$ cat config.mk
export PLATFORM = sky130hd
export DESIGN_NAME = uart_tx_framer
export DESIGN_NICKNAME = d
export VERILOG_FILES = /design/src/rtl/uart_pkg.sv /design/src/rtl/uart_parity_gen.sv /design/src/rtl/uart_tx_framer.sv
export SDC_FILE = /design/constraint.sdc
export NUM_CORES = 1
export LEC_CHECK = 0
export ABC_AREA = 1
export CORE_MARGIN = 2
export CORE_UTILIZATION = 35
export CTS_CLUSTER_SIZE = 24
export DETAILED_ROUTE_END_ITERATION = 8
export PLACE_DENSITY = 0.56
export SKIP_CTS_REPAIR_TIMING = 1
export SYNTH_ARGS = -nofsm -noshare
export SYNTH_HDL_FRONTEND = slang
export SYNTH_SLANG_ARGS = --single-unit
$ cat constraint.sdc
create_clock -name clk -period 2.7 [get_ports clk]
set_clock_uncertainty 0.15 [all_clocks]
set_input_delay 0.405 -clock clk [delete_from_list [all_inputs] [get_ports clk]]
set_output_delay 0.405 -clock clk [all_outputs]
set_load 0.1 [all_outputs]
$ cat src/rtl/uart_pkg.sv
// Shared UART definitions: parity-mode codes and the TX state encoding.
// The receive side decodes the same parity codes, so they live here.
package uart_pkg;

  localparam logic [2:0] PAR_NONE  = 3'd0;
  localparam logic [2:0] PAR_EVEN  = 3'd1;
  localparam logic [2:0] PAR_ODD   = 3'd2;
  localparam logic [2:0] PAR_MARK  = 3'd3;
  localparam logic [2:0] PAR_SPACE = 3'd4;

  typedef logic [2:0] tx_state_t;

  localparam tx_state_t IDLE   = 3'd0;
  localparam tx_state_t START  = 3'd1;
  localparam tx_state_t DATA   = 3'd2;
  localparam tx_state_t PARITY = 3'd3;
  localparam tx_state_t STOP   = 3'd4;

  // Codes 5-7 are reserved and behave like PAR_NONE.
  function automatic logic has_parity(input logic [2:0] mode);
    return (mode == PAR_EVEN) || (mode == PAR_ODD) ||
           (mode == PAR_MARK) || (mode == PAR_SPACE);
  endfunction

endpackage

$ cat src/rtl/uart_parity_gen.sv
// Registered parity bit for one TX word, captured when load is high.
// Holds its value between loads so it stays stable for the whole frame.
module uart_parity_gen
  import uart_pkg::*;
#(
  parameter int DATA_W = 8
) (
  input  logic              clk,
  input  logic              rst,
  input  logic              load,
  input  logic [2:0]        mode,
  input  logic [DATA_W-1:0] data,
  output logic              parity_out
);

  always_ff @(posedge clk or posedge rst) begin
    if (rst) begin
      parity_out <= 1'b0;
    end else if (load) begin
      case (mode)
        PAR_EVEN: parity_out <= ^data;
        PAR_ODD:  parity_out <= ~^data;
        PAR_MARK: parity_out <= 1'b1;
        default:  parity_out <= 1'b0;
      endcase
    end
  end

endmodule

$ cat src/rtl/uart_tx_framer.sv
// UART transmit framer: start bit, DATA_W data bits LSB first, optional parity,
// one or two stop bits, each held CLKS_PER_BIT clocks on a registered tx_out.
module uart_tx_framer
  import uart_pkg::*;
#(
  parameter int DATA_W       = 8,
  parameter int CLKS_PER_BIT = 868
) (
  input  logic              clk,
  input  logic              rst,
  input  logic [DATA_W-1:0] tx_data,
  input  logic              tx_valid,
  output logic              tx_ready,
  input  logic [2:0]        parity_mode,
  input  logic              stop2,
  output logic              tx_out,
  output logic              tx_busy,
  output logic              frame_done
);

  localparam int CNT_W = $clog2(CLKS_PER_BIT);
  localparam int IDX_W = $clog2(DATA_W);
  localparam logic [CNT_W-1:0] CNT_LAST = CNT_W'(CLKS_PER_BIT - 1);
  localparam logic [IDX_W-1:0] IDX_LAST = IDX_W'(DATA_W - 1);

  generate
    if (DATA_W < 5 || DATA_W > 9 || CLKS_PER_BIT < 2) begin : g_param_check
      $error("uart_tx_framer: DATA_W must be 5..9 and CLKS_PER_BIT >= 2");
    end
  endgenerate

  tx_state_t         state_reg;
  tx_state_t         state_next;
  logic [CNT_W-1:0]  bit_cnt_reg;
  logic [IDX_W-1:0]  data_idx_reg;
  logic              stop_idx_reg;
  logic [DATA_W-1:0] shift_reg;
  logic [2:0]        mode_reg;
  logic              stop2_reg;
  logic              tx_out_reg;
  logic              frame_done_reg;
  logic              parity_bit;
  logic              accept;
  logic              bit_end;

  assign tx_ready   = (state_reg == IDLE);
  assign tx_busy    = !tx_ready;
  assign tx_out     = tx_out_reg;
  assign frame_done = frame_done_reg;
  assign accept     = tx_valid && tx_ready;
  assign bit_end    = (bit_cnt_reg == CNT_LAST);

  uart_parity_gen #(
    .DATA_W(DATA_W)
  ) u_parity (
    .clk       (clk),
    .rst       (rst),
    .load      (accept),
    .mode      (parity_mode),
    .data      (tx_data),
    .parity_out(parity_bit)
  );

  always_comb begin
    state_next = state_reg;
    case (state_reg)
      IDLE:   if (accept) state_next = START;
      START:  if (bit_end) state_next = DATA;
      DATA: begin
        if (bit_end && data_idx_reg == IDX_LAST)
          state_next = has_parity(mode_reg) ? PARITY : STOP;
      end
      PARITY: if (bit_end) state_next = STOP;
      STOP: begin
        if (bit_end && (!stop2_reg || stop_idx_reg))
          state_next = IDLE;
      end
      default: state_next = IDLE;
    endcase
  end

  always_ff @(posedge clk or posedge rst) begin
    if (rst) begin
      state_reg      <= IDLE;
      bit_cnt_reg    <= '0;
      data_idx_reg   <= '0;
      stop_idx_reg   <= 1'b0;
      shift_reg      <= '0;
      mode_reg       <= PAR_NONE;
      stop2_reg      <= 1'b0;
      frame_done_reg <= 1'b0;
    end else begin
      state_reg      <= state_next;
      frame_done_reg <= (state_reg == STOP) && (state_next == IDLE);
      if (accept) begin
        bit_cnt_reg  <= '0;
        data_idx_reg <= '0;
        stop_idx_reg <= 1'b0;
        shift_reg    <= tx_data;
        mode_reg     <= parity_mode;
        stop2_reg    <= stop2;
      end else if (state_reg != IDLE) begin
        bit_cnt_reg <= bit_end ? '0 : bit_cnt_reg + CNT_W'(1);
        if (bit_end && state_reg == DATA) begin
          shift_reg    <= shift_reg >> 1;
          data_idx_reg <= data_idx_reg + IDX_W'(1);
        end
        if (bit_end && state_reg == STOP)
          stop_idx_reg <= 1'b1;
      end
    end
  end

  // The line lags the state by one clock, so every bit is shifted uniformly.
  always_ff @(posedge clk or posedge rst) begin
    if (rst) begin
      tx_out_reg <= 1'b1;
    end else begin
      case (state_reg)
        START:   tx_out_reg <= 1'b0;
        DATA:    tx_out_reg <= shift_reg[0];
        PARITY:  tx_out_reg <= parity_bit;
        default: tx_out_reg <= 1'b1;
      endcase
    end
  end

endmodule
# Word-level counts from Yosys, hierarchy flattened
# Index checks and enable logic that the tools add are counted.
word_totals:
  register_bits: 32
  latch_bits: 0
  ram_bits: 0
  mem_bits_ro: 0
  inputBits: 15
  out_inout_bits: 4
  word_cells: 68
  mem_count: 0
classes:
  add_sub_neg: 2
  mul: 0
  div: 0
  order_cmp: 0
  n_eq_ne: 13
  shifts: 0
  muxes: 21
  bitwise_logic: 0
  n_reduce_logical: 22
ops:
  columns: ["op", "count"]
  rows:
  - ["10-bit two-way mux", 3]
  - ["3-bit two-way mux", 9]
  - ["8-bit two-way mux", 3]
  - ["3-bit by 2-bit == test with 1-bit output (second input constant)", 6]
  - ["3-bit case mux with 5 select lines", 1]
  - ["10-bit by 1-bit adder with 10-bit output (second input constant)", 1]
  - ["10-bit == test (second input constant)", 1]
  - ["3-bit by 1-bit == test with 1-bit output (second input constant)", 3]
  - ["3-bit == test (second input constant)", 3]
  - ["8-bit XNOR reduction", 1]
  - ["8-bit XOR reduction", 1]
  - ["1-bit logical AND", 6]
  - ["3-bit logical NOT", 2]
  - ["1-bit case mux with 3 select lines", 2]
  - ["2-bit nonzero test", 3]
  - ["1-bit logical OR", 4]
  - ["2-bit AND reduction", 2]
  - ["3-bit by 1-bit adder with 3-bit output (second input constant)", 1]
  - ["1-bit two-way mux", 3]
  - ["3-bit nonzero test", 1]
  - ["1-bit logical NOT", 2]

# Logic depth before layout (Yosys ltp)
depth:
  word_depth: 9
  ltp_mapped: 10
  depth_no_buf: 10

# Cells and area by module
# A second synthesis with hierarchy kept.
hier_totals:
  hier_cells: 268
  area_unflattened_um2: 1921.8
by_module_without_submodules:
  columns: ["module", "n_inst", "cells_per_inst", "area_each_um2", "seq_area_each_um2"]
  rows:
  - ["uart_tx_framer", 1, 210, 1672.9, 777.0]
  - ["uart_parity_gen", 1, 58, 249.0, 25.0]

# Worst setup path after synthesis
# OpenSTA, ideal clock, no wires.
synth_timing:
  path_type: "register to register"
  start: "register state_reg[1]"
  end: "register shift_reg[1]"
  setup_time_ns: 0.117
  t_arrival_ns: 2.620
  required_time_ns: 2.433
  slack_ns: -0.186
  stages_incl_launch_ff: 10
  n_path_buf: 1
  period_less_slack_ns: 2.886
  path_cell_list: "dfrtp_1 -> nor2_1 -> nand2_1 -> inv_1 -> nand2_2 -> clkbuf_1 -> nand2_1 -> o21ai_0 -> nand2_1 -> nand2_1"
synth_between:
  elab_chain_len: 4
  elab_cells_between_ends: 9
  cone_classes: "eq/ne (1); mux (1); reduce/logical (7)"
synth_rtl:
  columns: ["element", "line", "rtl"]
  rows:
  - ["from (decl)", "uart_tx_framer.sv:32", "tx_state_t state_reg;"]
  - ["from (signal assigned)", "uart_tx_framer.sv:93", "state_reg <= state_next;"]
  - ["3-bit logical NOT *", "uart_tx_framer.sv:46", "assign tx_ready = (state_reg == IDLE);"]
  - ["named net tx_ready", "uart_tx_framer.sv:13", "output logic tx_ready,"]
  - ["1-bit logical AND *", "uart_tx_framer.sv:50", "assign accept = tx_valid && tx_ready;"]
  - ["2-bit nonzero test (no source line)", null, null]
  - ["2-bit AND reduction (no source line)", null, null]
  - ["to (signal assigned)", "uart_tx_framer.sv:99", "shift_reg <= tx_data;"]
  - ["to (signal assigned)", "uart_tx_framer.sv:105", "shift_reg <= shift_reg >> 1;"]
  - ["to (decl)", "uart_tx_framer.sv:37", "logic [DATA_W-1:0] shift_reg;"]
# Mark *: on every way through the listed nets, which the timed path passes. The rest lies on a longest branch.
# A chain may end at the register's enable or synchronous reset.

# Worst setup path after layout
layout_timing:
  start: "register bit_cnt_reg[0]"
  end: "register shift_reg[0]"
layout_between:
  elab_chain_len: 4
layout_rtl:
  columns: ["element", "line", "rtl"]
  rows:
  - ["from (decl)", "uart_tx_framer.sv:34", "logic [CNT_W-1:0] bit_cnt_reg;"]
  - ["from (signal assigned)", "uart_tx_framer.sv:103", "bit_cnt_reg <= bit_end ? '0 : bit_cnt_reg + CNT_W'(1);"]
  - ["10-bit == test", "uart_tx_framer.sv:51", "assign bit_end = (bit_cnt_reg == CNT_LAST);"]
  - ["1-bit logical AND", "uart_tx_framer.sv:104", "if (bit_end && state_reg == DATA) begin"]
  - ["2-bit nonzero test (no source line)", null, null]
  - ["2-bit AND reduction (no source line)", null, null]
# No other way between the ends.

==> metrics.md <==
| Metric | Value |
|---|---|
| Met3 Wirelength | `92 microns` |
| Clock Latency Late Sink | `280 ps` |
| CP Cell Sequence | `ha_1 -> nand2_1 -> nor2_1 -> nand3_4 -> nor2_4 -> nor2_2 -> buf_4 -> nand2_1 -> nand2_1` |
| R2R Setup Slk | `740 ps` |
| CP Class | `reg -> reg` |
| Worst path bufs/invs | `1` |
| CP peak stage delay | `420 ps` |
| Post-synth top area share | `0.432` |
| RSZ-0062 raised after global routing | `false` |
| Setup crit end kind | `register` |
| Inst Count DP | `338` |
| P per Cell Area | `460 nW/um^2` |
| Crit-path max FO | `8` |
| HP Class | `reg -> reg` |
| Critical path launch point | `bit_cnt_reg[0]` |
| Fin Setup TNS | `0 ps` |
| Slew Limit Fails | `0` |
| Die Ht | `75.6 microns` |
| Global-route wire length before repair | `6110 microns` |
| Die W | `75.6 microns` |
| Post-Synthesis Cells | `251` |
| Count leader, synth | `nand2_1` |
| Clock transition at the registers of the reported paths | `70 ps` |
| Required @ worst endpoint | `2720 ps` |
| Worst vdd ir | `0.000191 V` |
| Synth warn | `0` |
| Syn nets | `269` |
| Max Freq | `510 MHz` |
| Drt via density | `4.43` |
| Clock Sinks | `32` |
| Most used flip-flop cell after synthesis | `dfrtp_1` |
| CTS buffer count | `5` |
| NumNets Final | `293` |
| Ys async rst share | `1.00` |
| PnR worst setup slack | `741 ps` |
| Area Growth Syn to Fin | `20.8%` |
| Tmin final | `1960 ps` |
| Vias | `1,532` |
| Initial core utilization | `0.356` |
| Largest net degree at the start of global routing | `33` |
| I/O Buffers | `18` |
| Cell taking the most area after synthesis | `dfrtp_1` |
| CP arrival | `1980 ps` |
| WL final | `3470 microns` |
| Fill count | `542` |
| Syn avg cell area | `7.15 sq um` |
| CTS tree | `done` |
| Synth area leaders | `dfrtp_1, nand2_1, inv_1` |
| Tot Pwr | `998 uW` |
| CP max-delay cell | `dfrtp_1` |
| Worst Setup Start Kind | `register` |
| Antenna diodes | `0` |
| Reg2reg start | `bit_cnt_reg[0]` |
| Bufs on Longest Clock Path | `2` |
| Worst Max-Slew Pin Slew | `501 ps` |
| Per-cell routed wire length | `10.0 microns` |
| Highest Signal Layer | `met4` |
| ANT nets after route | `0` |
| I/O pins | `19` |
| Seq cells post-synth | `32` |
| Core Rows | `26` |
| TritonRoute pass-1 iters | `4` |
| DIE AREA | `5720 sq um` |
| Hold_sp | `data_idx_reg[1]` |
| Max-capacitance violation count | `0` |
| Status | `completed` |
| Sequential element share of the synthesized area | `0.447` |
| Vias in the first global route | `1,415` |
| DRT met1 WL | `1710 microns` |
| Tcrit/Tclk final | `0.726` |
| DPL Wire Length | `2610 microns` |
| Number of DRC markers in iteration 0 | `75` |
| Commonest cells in the netlist | `nand2_1, dfrtp_1, inv_1` |
| Number of synthesized flops with an enable pin | `0` |
| Pre-CTS worst setup slack | `749 ps` |
| Max_slew headroom | `0.665` |
| Share of cells above drive strength 1 | `0.101` |
| Antenna violations before repair | `0` |
| Core ar. | `5040 sq um` |
| Area after DPL | `2060 sq um` |
| Final std cells w/o fill | `346` |
| P_leak | `0.00111 uW` |
| Total Routing Usage GR | `0.142` |
| Final Cell Area | `2170 sq um` |
| CTS root buf | `clkbuf_8` |
| DR WL met2 | `1630 microns` |
| GRT overflow | `0` |
| CTS H-tree lvls | `2` |
| CP most frequent cell | `nand2_1` |
| Drt drc | `0` |
| Final-report setup violation count | `0` |
| Family with the most delay on the worst path | `simple AND/OR/NAND/NOR gates` |
| Max reg flops | `10` |
| Final Hold Fails | `0` |
| Synth unique cells | `26` |
| Placer Congestion | `0.773` |
| Syn Std Cell Area | `1790 sq um` |
==> layout by cell type (no fill, tap or decap) <==
cell type	instances
a21oi_1	4
ha_1	3
nand3_4	1
nor2_4	1
o22ai_1	3
nand2_2	4
nor3_1	4
buf_4	7
nand2_1	108
nor3_4	1
o31ai_1	1
clkbuf_8	5
o21ai_0	17
clkinv_2	1
o21ai_1	2
inv_1	27
clkdlybuf4s50_1	14
xor2_1	2
or2_2	1
dfrtp_1	31
nor2_2	1
inv_2	2
nand3_1	8
clkinvlp_4	2
nor2_1	17
dfstp_2	1
bufinv_16	1
xnor2_1	2
nand4_1	5
==> worst paths after layout <==
kind,to,depth (start not counted)
max,shift_reg[0],9
min,data_idx_reg[1],2
max reg2reg,shift_reg[0],9
min reg2reg,data_idx_reg[1],2
max in group asynchronous,tx_out,3
min in group asynchronous,bit_cnt_reg[2],3
==> tightest hold or removal path, stage by stage, from the launching register on <==
cell and delay [ps]:
dfrtp_1 350, nand2_1 50, nand2_1 40
==> per-layer routing <==
layer	track usage	up-vias
met5	0	-
met4	0.0526	0
met3	0.0357	2
met2	0.244	20
met1	0.173	679
li1	-	831
==> through the flow <==
step	hold slack, ps	util
floorplan	294	-
global placement	318	0.408
detailed placement	314	0.408
CTS	330	0.430
global route	362	0.430
finish	324	0.430
==> cells by family (layout without fill, tap and decap cells) <==
group | Yosys count | count (layout) | synth area share
compound gates | 27 | 27 | 0.0788
fa+ha+maj | 3 | 3 | 0.0209
xor+xnor | 4 | 4 | 0.0195
flops | 32 | 32 | 0.447
simple gates | 151 | 151 | 0.357
buf+inv | 34 | 59 | 0.0767
==> final cells by class <==
| type | count | area [sq um] | share of cell area |
|---|---|---|---|
| clock buffer | 5 | 68.8 | 0.0318 |
| clock inverter | 3 | 42.5 | 0.0196 |
| inverter | 30 | 116 | 0.0537 |
| multi-input combinational | 185 | 857 | 0.395 |
| sequential | 32 | 802 | 0.370 |
| tap | 70 | 87.6 | 0.0404 |
| timing repair buffer | 21 | 193 | 0.0889 |
==> power by group <==
group	total [uW]	switching (uW)	internal [uW]
sequential	479	0	479
clock	456	184	273
combinational	62.2	33.5	28.7
total	998	217	781
No activity file was read; power rests on OpenSTA's default activity.
==> RTL edit 1, RTL diff (same settings) <==
The parameter `CLKS_PER_BIT` goes from 868 to 434.
--- a/src/rtl/uart_tx_framer.sv
+++ b/src/rtl/uart_tx_framer.sv
@@ -6,3 +6,3 @@
   parameter int DATA_W       = 8,
-  parameter int CLKS_PER_BIT = 868
+  parameter int CLKS_PER_BIT = 434
 ) (
Formal check against the unedited RTL: no difference found for any inputs over 10 cycles, from zero or initial values and one cycle with rst high; that may be too few to reach the edited logic, so the function may still have changed.
==> RTL edit 1 against the original RTL <==
Synthesized area rose by 0.21%; fmax grew 1.9%; wire length up 4.3%; power shrank 9.5%; worst setup slack improved by 0.036 ns; clock power fell by 18%; non-clock buffer count is 2 lower; global-route usage up 0.32 points; final area fell by 2.1%; sequential cell count shrank 1; critical endpoint is now tx_ready; largest power group unchanged.
==> RTL edit 1: results <==
INSERT INTO impl_metrics (metric_group, metric, value, unit) VALUES
('synth', 'synth_xor_xnor_area_share', '2.436', '%'),
('detailed_routing', 'detailedRoute.firstIterationViolations', '68', ''),
('cells_and_area', 'layout.nets', '282', ''),
('synth', 'syn_avg_cell_area', '7.492', 'sq um'),
('cells_and_area', 'layout.non_clock_buffers', '19', ''),
('global_route', 'grt_pass1_wl', '6189', 'um'),
('hold_path', 'hold_ep', 'data_idx_reg[0]$_DFFE_PP0P_', ''),
('placement', 'placed_cells', '326', ''),
('synth', 'post_synth_main_area_contributors', 'sky130_fd_sc_hd__dfrtp_1 42%, sky130_fd_sc_hd__nand2_1 15%, sky130_fd_sc_hd__inv_1 6.1%, sky130_fd_sc_hd__nor2_1 5.2%, sky130_fd_sc_hd__nand3_1 4.7%', ''),
('timing', 'postLayoutSetupSlackWorst', '0.7770', 'ns'),
('status', 'status', 'finished, final reports clean', ''),
('cells_and_area', 'nClkBuffers', '7', ''),
('setup_path', 'setup.worst_path.end', 'tx_ready', ''),
('global_route', 'grtUsageTotal', '14.57', '%'),
('synth', 'synth_register_bits', '31', ''),
('synth', 'synthTopCellsByCount', '73 x sky130_fd_sc_hd__nand2_1, 30 x sky130_fd_sc_hd__dfrtp_1, 29 x sky130_fd_sc_hd__inv_1, 25 x sky130_fd_sc_hd__nor2_1, 17 x sky130_fd_sc_hd__nand3_1', ''),
('power_and_ir_drop', 'seqPwrFrac', '51.4', '%'),
('timing', 'whs', '0.3343', 'ns'),
('placement', 'place.gp.congestion', '0.7694', ''),
('synth', 'synth_sequential_area_ratio', '43.22', '%');
-- RTL edit 1: cell count changes in the layout (fill, tap and decap cells not counted), moves of 3 or more --
cell | before | now
sky130_fd_sc_hd__nand4_1 | 5 | 1
sky130_fd_sc_hd__nand2_1 | 108 | 73
sky130_fd_sc_hd__o21ai_0 | 17 | 14
sky130_fd_sc_hd__nand3_1 | 8 | 17
sky130_fd_sc_hd__o22ai_1 | 3 | 8
sky130_fd_sc_hd__inv_2 | 2 | 5
sky130_fd_sc_hd__nor2_1 | 17 | 25
-- RTL edit 1: per-layer routing --
metal	GRT usage, %	wire (um)
met1	20.78	1841
met2	20.97	1575
met3	3.968	136
met4	5.848	69
met5	0	0
-- RTL edit 1: critical path: stages (launching register included) --
cell and delay [ns]:
sky130_fd_sc_hd__dfrtp_1 0.42, sky130_fd_sc_hd__nor2_1 0.16, sky130_fd_sc_hd__nand2_2 0.12, sky130_fd_sc_hd__inv_2 0.10, sky130_fd_sc_hd__buf_4 0.29
==> RTL edit 2, RTL diff (same flow settings) <==
Without the edit above. Register the input `parity_mode` before use. The logic sees it one clock later. The other inputs are not delayed to match.
--- a/src/rtl/uart_tx_framer.sv
+++ b/src/rtl/uart_tx_framer.sv
@@ -24,2 +24,8 @@
   localparam logic [IDX_W-1:0] IDX_LAST = IDX_W'(DATA_W - 1);
+
+  logic [2:0] parity_mode_q;
+
+  always_ff @(posedge clk) begin
+    parity_mode_q <= parity_mode;
+  end
 
@@ -58,3 +64,3 @@
     .load      (accept),
-    .mode      (parity_mode),
+    .mode      (parity_mode_q),
     .data      (tx_data),
@@ -99,3 +105,3 @@
         shift_reg    <= tx_data;
-        mode_reg     <= parity_mode;
+        mode_reg     <= parity_mode_q;
         stop2_reg    <= stop2;
Check against the original RTL: no difference found for any inputs over 10 cycles, from zero or initial values and one cycle with rst high; that may be too few to reach the edited logic, so the function may still have changed.
==> RTL edit 2 against the original RTL <==
Sequential share of layout area increased by 2.1 points; core utilization is 0.13 points lower; critical path type is now register to output port; synthesized area up 5.0%; worst setup slack gained 0.11 ns; wire length up 1.3%; cell count fell by 0.58%; power shrank 4.5%; final area up 1.6%; sequential cell count increased by 3.
==> RTL edit 2: results <==
INSERT INTO impl_metrics (metric_group, metric, value, unit) VALUES
('status', 'status', 'finished, final reports clean', ''),
('hold_path', 'min_from', 'parity_mode_q[0]$_DFF_P_', ''),
('setup_path', 'startpoint', 'state_reg[1]$_DFF_PP0_', ''),
('setup_path', 'r2r_end', 'shift_reg[7]$_DFFE_PP0P_', ''),
('synth', 'synth_compound_gate_area_share', '10.37', '%'),
('cells_and_area', 'layout.nets', '291', ''),
('detailed_routing', 'detail_route.wirelength', '3520', 'um'),
('setup_path', 'critPathMaxFanout', '4', ''),
('die', 'floorplan.core_area', '5140', 'sq um'),
('cells_and_area', 'layout.non_clock_buffers', '19', ''),
('synth', 'synth_register_bits', '35', ''),
('synth', 'post_synth_main_area_contributors', 'sky130_fd_sc_hd__dfrtp_1 41%, sky130_fd_sc_hd__nand2_1 18%, sky130_fd_sc_hd__inv_1 5.6%, sky130_fd_sc_hd__o21ai_0 5.3%, sky130_fd_sc_hd__nand3_1 3.7%', ''),
('timing', 'timing.final.crit_share', '68.36', '%'),
('cells_and_area', 'proportion_of_cell_area_occupied_by_multi_input_gates', '39.32', '%'),
('cells_and_area', 'nFillCells', '533', ''),
('global_route', 'grtUsageMet1', '17.38', '%'),
('detailed_routing', 'viasPerCell', '4.506', ''),
('placement', 'pre_cts_slack', '0.6640', 'ns'),
('global_route', 'grt_pass1_wl', '6451', 'um'),
('synth', 'synth_sequential_area_ratio', '45.78', '%');
[RTL edit 2: changes by cell type after synthesis, moves of 3 or more]
cell                      before  now
sky130_fd_sc_hd__nand4_1       5    1
sky130_fd_sc_hd__nand3_1       8   14
sky130_fd_sc_hd__inv_2         2    6
sky130_fd_sc_hd__o21ai_0      17   20
sky130_fd_sc_hd__nand2_1     109   92
sky130_fd_sc_hd__nor2_4        1    4
sky130_fd_sc_hd__dfxtp_1       0    3
sky130_fd_sc_hd__nor3_1        4    0
[RTL edit 2: cells by family after synthesis]
group	after synthesis
AND/OR/NAND/NOR	136
buffers and inverters	37
AO/OA/AOI/OAI	36
flip-flops	35
XOR/XNOR	3
adder cells (fa/ha/maj)	3
[RTL edit 2: power by group]
part	total (uW)	internal, uW	switching [uW]
logic	64.2	28.7	35.5
registers	526	526	0.546
clock network	362	181	181
total	953	736	217
